--- config.mk ---
export PLATFORM = sky130hd
export DESIGN_NAME = bnn_layer
export DESIGN_NICKNAME = d
export VERILOG_FILES = /design/src/rtl/bnn_layer.sv
export SDC_FILE = /design/constraint.sdc
export NUM_CORES = 1
export LEC_CHECK = 0
export BUFFER_PORTS_ARGS = -buffer_cell sky130_fd_sc_hd__buf_2
export CAP_MARGIN = 15
export CORE_ASPECT_RATIO = 2
export CORE_MARGIN = 2
export CORE_UTILIZATION = 40
export DETAILED_ROUTE_END_ITERATION = 8
export PLACE_DENSITY = 0.67
export RECOVER_POWER = 100
export SLEW_MARGIN = 10
export SYNTH_ARGS = -nofsm -noshare
export SYNTH_HDL_FRONTEND = slang
export SYNTH_SLANG_ARGS = --single-unit
--- constraint.sdc ---
create_clock -name clk -period 11.5 [get_ports clk]
set_input_delay 0.575 -clock clk [delete_from_list [all_inputs] [get_ports clk]]
set_output_delay 0.575 -clock clk [all_outputs]
set_load 0.05 [all_outputs]
--- src/rtl/bnn_layer.sv ---
// bnn_layer: one fully-connected binary neural network layer.
// Accepts an IN_W-bit activation vector (1=+1, 0=-1) and evaluates one
// neuron per cycle as XNOR + popcount compared against a per-neuron
// threshold. Weight rows and thresholds are writable at any time.
//
// Optional feature macro: BNN_LAYER_POPCNT_OUT_EN adds pop_out, the
// registered per-neuron popcounts (neuron k in slice k).
//
// Ports:
//   clk       - clock, all state changes on rising edge
//   rst       - synchronous active-high reset
//   in_data   - binary activation vector
//   in_valid  - in_data valid
//   in_ready  - layer idle and able to accept a vector
//   wr_en     - weight-row write strobe (wr_data is the row)
//   thr_en    - threshold write strobe (wr_data[CNT_W-1:0] is the threshold)
//   wr_addr   - target neuron for writes; out-of-range addresses ignored
//   wr_data   - write payload
//   out_bits  - neuron outputs, bit k = neuron k
//   pop_out   - (optional) per-neuron popcounts
//   out_valid - out_bits valid, held until out_ready
//   out_ready - consumer accepts out_bits
module bnn_layer #(
  parameter int IN_W   = 8,
  parameter int N_NEUR = 4,
  parameter int CNT_W  = $clog2(IN_W + 1)
) (
  input  logic                                           clk,
  input  logic                                           rst,
  input  logic [IN_W-1:0]                                in_data,
  input  logic                                           in_valid,
  output logic                                           in_ready,
  input  logic                                           wr_en,
  input  logic                                           thr_en,
  input  logic [((N_NEUR > 1) ? $clog2(N_NEUR) : 1)-1:0] wr_addr,
  input  logic [IN_W-1:0]                                wr_data,
  output logic [N_NEUR-1:0]                              out_bits,
`ifdef BNN_LAYER_POPCNT_OUT_EN
  output logic [N_NEUR*CNT_W-1:0]                        pop_out,
`endif
  output logic                                           out_valid,
  input  logic                                           out_ready
);

  localparam int ADDR_W = (N_NEUR > 1) ? $clog2(N_NEUR) : 1;

  typedef enum logic [1:0] {IDLE, CALC, DONE} state_t;

  state_t            state, state_nxt;
  logic [IN_W-1:0]   weights [N_NEUR];
  logic [CNT_W-1:0]  thr     [N_NEUR];
  logic [IN_W-1:0]   x;
  logic [ADDR_W-1:0] k;
  logic [CNT_W-1:0]  pop_k;
  logic              fire_k;
  logic              last_k;
  logic              wr_hit;

  function automatic logic [CNT_W-1:0] popcount(input logic [IN_W-1:0] v);
    logic [CNT_W-1:0] c;
    c = '0;
    for (int unsigned i = 0; i < IN_W; i++) begin
      c = c + CNT_W'(v[i]);
    end
    return c;
  endfunction

  // XNOR counts agreeing positions; thresholds above IN_W can never be met.
  always_comb begin
    pop_k  = popcount(~(x ^ weights[k]));
    fire_k = (pop_k >= thr[k]);
    last_k = (k == ADDR_W'(N_NEUR - 1));
    wr_hit = ({1'b0, wr_addr} < (ADDR_W + 1)'(N_NEUR));
  end

  // State register
  always_ff @(posedge clk) begin
    if (rst) begin
      state <= IDLE;
    end else begin
      state <= state_nxt;
    end
  end

  // Next-state logic
  always_comb begin
    state_nxt = state;
    case (state)
      IDLE:    if (in_valid)  state_nxt = CALC;
      CALC:    if (last_k)    state_nxt = DONE;
      DONE:    if (out_ready) state_nxt = IDLE;
      default:                state_nxt = IDLE;
    endcase
  end

  // Outputs decoded from state
  always_comb begin
    in_ready  = (state == IDLE);
    out_valid = (state == DONE);
  end

  // Datapath and parameter storage
  always_ff @(posedge clk) begin
    if (rst) begin
      x        <= '0;
      k        <= '0;
      out_bits <= '0;
`ifdef BNN_LAYER_POPCNT_OUT_EN
      pop_out  <= '0;
`endif
      for (int unsigned n = 0; n < N_NEUR; n++) begin
        weights[n] <= '0;
        thr[n]     <= CNT_W'(IN_W / 2);
      end
    end else begin
      if (state == IDLE && in_valid) begin
        x <= in_data;
        k <= '0;
      end
      if (state == CALC) begin
        out_bits[k] <= fire_k;
`ifdef BNN_LAYER_POPCNT_OUT_EN
        pop_out[k*CNT_W +: CNT_W] <= pop_k;
`endif
        k <= last_k ? '0 : k + ADDR_W'(1);
      end
      // Evaluation above reads the pre-write value in the same cycle.
      if (wr_hit && wr_en) begin
        weights[wr_addr] <= wr_data;
      end
      if (wr_hit && thr_en) begin
        thr[wr_addr] <= wr_data[CNT_W-1:0];
      end
    end
  end

endmodule

Word level (Yosys, flattened, before mapping)
Memories as Yosys holds them, arrays and structs flattened. A register that Yosys moved wholly into a read port is not among the register bits.
Index checks and enable logic that the tools add are counted.
{ "totals": {"regBits": 16, "latch_bits": 0, "ram_bits": 48, "rom_bits": 0, "input_bits": 24, "out_inout_bits": 6, "wordCells": 60, "mem_count": 2} }
{ "memory_table": {"columns": ["name", "words", "width", "rd", "rd_ports_with_merged_regs", "wr", "line", "text"], "rows": [
  ["weights", 4, 8, 1, 1, 4, "50", "logic [IN_W-1:0] weights [N_NEUR];"],
  ["thr", 4, 4, 1, 1, 4, "51", "logic [CNT_W-1:0] thr [N_NEUR];"]
]} }
{ "classes": {"add_sub_neg": 8, "mul": 0, "div_mod_pow": 0, "order_cmp": 3, "n_eq_ne": 6, "shifts": 0, "mux": 28, "n_bitwise": 2, "reduce_logical": 7} }
{ "ops": {"columns": ["cell", "count"], "rows": [
  ["2-to-1 mux 2 bit", 12],
  ["adder 4 x 1 -> 4 bit", 4],
  ["2-to-1 mux 1 bit", 11],
  ["2-to-1 mux 8 bit", 1],
  ["inverter 8 bit", 1],
  ["OR reduction 8 bit", 1],
  ["bitwise XOR 8 bit", 1],
  ["one-hot mux 2 bit (3 select lines)", 1],
  ["adder 3 x 1 -> 4 bit", 1],
  ["bitwise mux 4 bit", 1],
  ["== test 2 bit, second input constant", 2],
  [">= comparator 4 bit", 1],
  ["2-to-1 mux 4 bit", 1],
  ["inequality test 2 bit, second input constant", 2],
  ["OR reduction 4 bit", 1],
  ["adder 2 x 1 -> 3 bit", 1],
  ["< comparator 2 x 3 -> 1 bit, second input constant", 1],
  ["AND reduction 3 bit", 1],
  ["adder 1 x 1 -> 2 bit", 1],
  ["adder 2 x 1 -> 2 bit, second input constant", 1],
  ["demux 1 bit (select 2 bit)", 1],
  ["== test 2 x 1 -> 1 bit, second input constant", 1],
  [">= comparator 2 x 1 -> 1 bit, second input constant", 1],
  ["logical AND 1 bit", 2],
  ["other kinds (3)", 3]
]} }

Logic depth before layout (Yosys ltp)
Gate-level depths: netlist of the first run.
{ "logic_depth": {"word_depth": 11, "ltp_mapped": 16, "depth_no_buf": 15} }

Least setup slack after synthesis of the first run
OpenSTA, ideal clock, no wires.
{ "synth_path": {"path_type": "reg2reg", "startpoint": "register (tool-made name)", "endpoint": "register out_bits[0]", "setup_time_ps": 91, "arrival_ps": 4269, "required_time_ps": 11409, "setup_slack_ps": 7140, "stages_incl_launch_ff": 17, "n_path_buf": 1, "period_less_slack_ps": 4360, "path_cell_list": "dfxtp_1 > buf_6 > mux4_2 > xnor2_1 > fa_1 > inv_1 > fa_1 > fa_1 > inv_1 > ha_1 > inv_1 > fa_1 > xnor2_1 > ha_1 > o211ai_1 > o21a_1 > a311oi_1"} }
{ "synth_rtl": {"columns": ["item", "line", "text"], "rows": [
  ["end signal, assigned by index", "121", "out_bits[k] <= fire_k;"],
  ["end, declared", "37", "output logic [N_NEUR-1:0] out_bits,"]
]} }

==> impl_results.md, run 1 <==
- Run status: completed
- DRT iter0 DRCs: approximately 160
- Vias: around 1.9k
- Period utilisation layout: between 40% and 50%
- First-pass GRT wire length: about 9200 um
- PD cells: between 150 and 200 nW/um^2
- Antenna viol nets, final: 0
- Placed Area: ~3400 sq um
- Drt first pass iters: 4
- I/O pin count: 30
- Clock transition at the registers of the reported paths: ~50 ps
- Peak VDD IR: 0.117 mV
- GRT overflow: 0
- Die area: roughly 8800 sq um
- Final setup fails: 0
- ANT cells: 0
- Syn_nets: about 280
- CTS Sinks: 66
- Min-Delay Path Depth: 2
- Via-to-Cell Ratio: between 4 and 5
- Tot GR Track Use: between 10% and 20%
- #FFs+latches synth: 66
- CP Capture Type: flop
- Core ar.: slightly below 8000 sq um
- Post-DP HPWL: roughly 4300 um
- Total leakage power: approximately 1.4 nW
- Worst EP required: roughly 12,000 ps
- Wire per inst: between 15 and 20 um
- R2R Path End: out_bits[0]
- Minimum clock period after layout: between 4000 and 5000 ps
- CTS buffer count: 9
- Post-Synthesis Cell Area: 3220 sq um
- Hold Path Class: reg -> reg
- Fillers: between 600 and 700
- Crit path arrival time: about 5000 ps
- Synth warn: 0
- Slew @ Worst Pin: 1290 ps
- Final Util: between 40% and 50%
- Clk root buf: clkbuf_16
- Worst Setup Start Kind: flop
- Seq/Total Area, Yosys: a little under three fifths
- FP Rows: 46
- Peak Freq: just over 0.2 GHz
- Max Slew Vio Count: 0
- Worst skew pair latency: ~330 ps
- NumNets Final: around 310
- Worst slew margin: 14.0%
- Syn avg cell area: 13.2 sq um
- Final hold vios: 0
- Reg2Reg Depth: 15
- Synth cell types: 40
- Die height: ~130 um
- Reg2reg setup slack: 6580 ps
- Routability cong.: 0.797
- Initial cell density of the core: 40.8%
- Initial antenna violation count: 0
- Hold Path End: x[4]
- Syn Inst Count: 243
- Setup bufs post-CTS: 0
- Layout area overhead: 16.4%
- Pwr Total: roughly 0.74 mW
- CTS tree: built
- Worst Path Max Fanout: 12
- Worst Setup Path Type: reg -> reg
- Setup TNS: 0 ps
- DRC: 0
- Hold Startpoint: x[4]
- DIE WIDTH: ~67 um
- Htree depth: 3
- CTS Buffer Depth: 2
- Largest net degree at the start of global routing: 28
- Vias in the first global route: around 1.8k
- Gates resized, CTS repair: 0
- I/O Buffers: 29
- RSZ-0062 raised after global routing: false
- Layout cells sized above 1: roughly 16%
- Setup Skew: just under 5 ps
- Max_cap viols: 0
- Final instance area: 3740 sq um
- Routed WL: 5790 um
- Worst Hold Slack: about 470 ps
- Hold-fix buffer count after cts: 0
cell usage after synthesis (all sizes together):
cell | instances | share of area [%]
xnor2 | 5 | 1.4
or3b | 1 | 0.27
a311oi | 4 | 1.1
o211ai | 1 | 0.23
buf | 6 | 1.1
a21o | 2 | 0.47
and3 | 11 | 2.1
nor4b | 1 | 0.27
inv | 14 | 1.6
a31o | 2 | 0.54
nor2b | 6 | 1.4
or2 | 4 | 0.78
clkbuf | 3 | 0.39
nand2b | 5 | 0.97
mux4 | 12 | 9.1
dfxtp | 18 | 11
a22oi | 1 | 0.23
nand3 | 1 | 0.16
and3b | 1 | 0.27
nor2 | 3 | 0.35
and2b | 1 | 0.23
ha | 11 | 4.3
edfxtp | 48 | 45
and2 | 33 | 6.4
o21ai | 1 | 0.16
nand2 | 17 | 2.0
nor3b | 4 | 1.2
a31oi | 1 | 0.19
fa | 4 | 2.5
nor3 | 1 | 0.31
nand3b | 1 | 0.23
a21oi | 15 | 2.3
o21a | 1 | 0.23
xor2 | 4 | 1.1
report_power, final:
part	internal [mW]	switching (mW)
Clock	0.209	0.0966
Combinational	0.0659	0.0853
Sequential	0.273	0.00839
placed cells by master (no fill, tap or decap), types with 2 or more instances in the layout:
cell type and instances:
clkbuf_1 8, nor2_1 3, mux4_1 6, a311oi_1 4
nand2b_1 5, xor2_1 4, and2_0 22, mux4_2 6
inv_1 14, nor2b_1 6, xnor2_1 5, a31o_1 2
clkbuf_16 9, ha_1 11, or2_2 2, buf_2 22
fa_1 4, edfxtp_1 48, a21oi_1 15, dfxtp_1 18
bufinv_16 3, or2_0 2, clkinv_1 2, a21o_1 2
nor3b_1 3, and3_1 11, nand2_1 17, and2_1 11
critical path: stages (launching register included):
cell,delay [ps]
dfxtp_1,740
mux4_2,600
xnor2_1,160
fa_1,530
inv_1,60
fa_1,510
fa_1,480
inv_1,70
ha_1,160
inv_1,50
fa_1,380
xnor2_1,150
ha_1,290
o211ai_1,80
o21a_1,250
a311oi_1,290
worst max-delay path by stage:
stage | start | endpoint | slack (ps) | cells past startpoint
finish | flop | out_bits[0] | 6580 | 15
CTS | flop | out_bits[0] | 6540 | 15
detailed placement | flop | out_bits[0] | 6590 | 15
floorplan | flop | out_bits[0] | 7140 | 16
global route | flop | out_bits[1] | 6220 | 15
global placement | flop | out_bits[0] | 6690 | 15
layout make-up:
class                      count  area, sq um  area share (%)
sequential                    66         1800            48.1
multi-input combinational    154         1300            34.6
clock inverter                 6          106            2.84
inverter                      14         52.6            1.40
clock buffer                   9          225            6.02
tap                           96          120            3.21
timing repair buffer          30          140            3.74
routing by layer:
metal | track usage (%) | up-vias | wire length, um
met5 | 0 | - | 0
met4 | 8.64 | 0 | 168
met3 | 4.45 | 11 | 235
met2 | 26.8 | 45 | 3190
met1 | 15.0 | 869 | 2190
li1 | - | 939 | -
sequential cells by signal (all words and copies together) (netlist names), named ones only:
signal	count
k	2
thr	16
out_bits	4
state	2
weights	32
x	8
stage by stage:
step / worst slack (ps) / cells
2_1_floorplan: 7140 / 243
6_report: 6580 / 375
5_1_grt: 6220 / 375
3_3_place_gp: 6690 / 360
4_1_cts: 6540 / 375
3_5_place_dp: 6590 / 360
kinds of logic (layout without fill, tap and decap cells):
group	Yosys count	after routing	synth area share [%]
and+or+nand+nor	90	90	17.0
DFF	66	66	56.0
AOI/OAI and AO/OA	28	28	5.49
buffers and inverters	23	59	3.11
adders and majority gates	15	15	6.77
muxes	12	12	9.11
xor gates and xnor gates	9	9	2.45
(Power assumes the default switching activity.)
==> inputs of run 2 (changes only) <==
Settings changed: ABC_AREA set to 1.
Clock period 11.5 ns to 4.6 ns, I/O delays scaled along.
==> run 2 against run 1 <==
Worst setup slack worse by 6200 ps. Via count rose by 28%. Wire length is 17% higher. Highest routed layer unchanged.
==> impl_results.md, run 2 <==
- Final hold vios: 0
- Setup TNS: 0 ps
- Fillers: 760
- Synth Flop Type: edfxtp_1
- PD cells: roughly 510 nW/um^2
- Post-synth EDFFs: 48
- Met2 Usage GRT: 31.1%
- Syn avg cell area: between 9 and 10 sq um
- Die height: 132 um
- Post-Synthesis Cell Area: 3280 sq um
- Most common cell after layout, fill and taps aside: nand2_1
- Largest area contributor in the netlist: edfxtp_1
- Worst Setup Start Kind: flop
- Die area: roughly 9000 sq um
- Max_cap viols: 0
- Biggest regs: weights (32), thr (16), x (8)
- RSZ-0062 raised after global routing: false
- Antenna viol nets, final: 0
- Reg area: 1800 sq um
- Count leader, synth: nand2_1
- Worst EP required: roughly 4800 ps
- Synth warn: 0
- Clk root buf: clkbuf_16
- Post-synth ARST share: 0%
- CTS buffer count: 9
- FP Rows: 46
- Post-DP HPWL: between 5000 and 6000 um
- Wire per inst: between 10 and 15 um
- CTS tree: built
- Grt peak-use layer: met2
- Initial cell density of the core: between 40% and 50%
- DRC: 0
- Routability cong.: between 0.7 and 0.8
- Vias in the first global route: 2,429
- Layout cells sized above 1: 12.1%
- Clock transition at the registers of the reported paths: about 50 ps
- DRT iter0 DRCs: ~110
- Period utilisation layout: approximately 92%
- Total leakage power: between 1.5 and 2 nW
- Slew @ Worst Pin: approximately 800 ps
- Tot GR Track Use: roughly 17%
- Worst skew pair latency: roughly 330 ps
- Max reg flops: 32
- Hold Path Class: in -> reg
- Peak VDD IR: between 0.2 and 0.25 mV
- Top cells by area in the synthesized netlist: edfxtp_1 44%, dfxtp_1 11%, nand2_1 7.7%
- Htree depth: 3
- Drt first pass iters: 4
- GRT overflow: 0
- Hold-fix buffer count after cts: 0
- Syn_nets: between 300 and 400
- Seq/Total Area, Yosys: a little over half
- Setup Skew: approximately 4.8 ps
- Via-to-Cell Ratio: between 4 and 5
- Run status: completed
- GR Layer Usage met3: roughly 3.8%
- ANT cells: 0
- Reg2reg setup slack: about 380 ps
- Layout area overhead: 15.1%
- Core ar.: between 7000 and 8000 sq um
- Worst slew margin: 46.5%
- CTS Buffer Depth: 2
- Crit path arrival time: between 4000 and 5000 ps
- Vias: ~2.4k
- Area of the multi-input gates: about 1200 sq um
- Final setup fails: 0
- Routed WL: slightly below 7000 um
- Worst Hold Slack: roughly 150 ps
- I/O Buffers: 29
- Pwr Total: 1.94 mW
- Highest-count cells in the layout ignoring fill and taps: 72 x nand2_1, 67 x nor2_1, 48 x edfxtp_1
- Routing usage on met1: between 10% and 20%
- Synth cell types: 24
- Initial antenna violation count: 0
- First-pass GRT wire length: 10,900 um
- I/O pin count: 30
- Commonest cells in the netlist: 67 x nand2_1, 66 x nor2_1, 48 x edfxtp_1, 35 x inv_1, 21 x nand3_1
- Worst Setup Path Type: reg -> reg
- #FFs+latches synth: 66
- Syn Inst Count: around 350
- CTS Sinks: 66
- Min-Delay Path Depth: 2
- Peak Freq: 0.237 GHz
- Max Slew Vio Count: 0
- Largest net degree at the start of global routing: 24
- Worst Path Max Fanout: 16
- Top reg by flops: weights
- CP Capture Type: flop
- Synth top area share: between 40% and 50%
- DIE WIDTH: around 70 um
- Minimum clock period after layout: about 4200 ps
- NumNets Final: around 420
- Reg2Reg Depth: 21
==> run 2: changes by cell type in the layout (fill, tap and decap cells not counted), sizes merged, moves of 5 or more <==
cell / change
inv: +27
nand2: +55
nand3: +20
nand2b: -5
and2: -33
nor2b: -6
mux4: -12
nor3: +11
nor2: +65
a21oi: -11
o21a: +5
and3: -11
o21ai: +17
==> run 2: worst max-delay path, stage by stage, from the launching register on <==
cell	delay, ps
dfxtp_2	370
inv_2	210
nand2_1	90
nand3_1	70
nand2_1	70
xor2_1	160
fa_1	580
inv_1	70
fa_1	500
fa_1	480
inv_1	70
ha_1	170
inv_1	60
fa_1	380
xnor2_1	140
ha_1	290
nand2_1	60
inv_1	50
nand2_1	110
nand4_1	110
nand2_1	80
inv_1	30
==> run 2: path summary, 6_finish.rpt <==
check	to	startpoint
min	state[0]	rst
min reg2reg	x[4]	x[4]
max reg2reg	out_bits[2]	flop
max	out_bits[2]	flop
==> run 2: stage by stage <==
stage          worst slack [ps]  cell area [sq um]  utilization, %  cells
4_1_cts                     238               3810            48.0    484
3_5_place_dp                338               3490            43.9    468
2_1_floorplan               600               3280               -    351
6_report                    376               3770            47.5    485
5_1_grt                    78.9               3770            47.5    485
3_3_place_gp                411               3490            43.9    468
==> run 2: kinds of logic (layout without fill, tap and decap cells) <==
family | Yosys count | in the layout | share of synthesized area (%)
flops | 66 | 66 | 54.9
compound gates | 32 | 32 | 5.72
xor+xnor | 9 | 9 | 2.40
fa+ha+maj | 15 | 15 | 6.64
buf+inv | 52 | 90 | 7.17
simple gates | 177 | 177 | 23.1
==> run 2: metal layers <==
layer / vias up / part of all wire (%)
met1: 1113 / 35
met3: 13 / 4.0
met4: 0 / 3.3
met2: 46 / 58
li1: 1214 / -
met5: - / 0
==> run 2: timing repair <==
| action | in CTS | in global routing |
|---|---|---|
| setup buffers | 0 | 0 |
| setup endpoints to repair | 0 | 4 |
| gates resized for setup | 0 | 1 |
==> run 2: power breakdown <==
part / total, mW / switching, mW / internal, mW
clock network: 0.727 / 0.251 / 0.476
registers: 0.705 / 0.0202 / 0.684
logic: 0.507 / 0.311 / 0.196
==> run 2: cell type report <==
| cell class | instances | share of cell area (%) |
|---|---|---|
| Inverter | 40 | 3.98 |
| Tap cell | 96 | 3.18 |
| Clock inverter | 6 | 2.39 |
| Multi-Input combinational cell | 233 | 32.1 |
| Clock buffer | 10 | 6.07 |
| Sequential cell | 66 | 47.8 |
| Timing Repair Buffer | 34 | 4.51 |
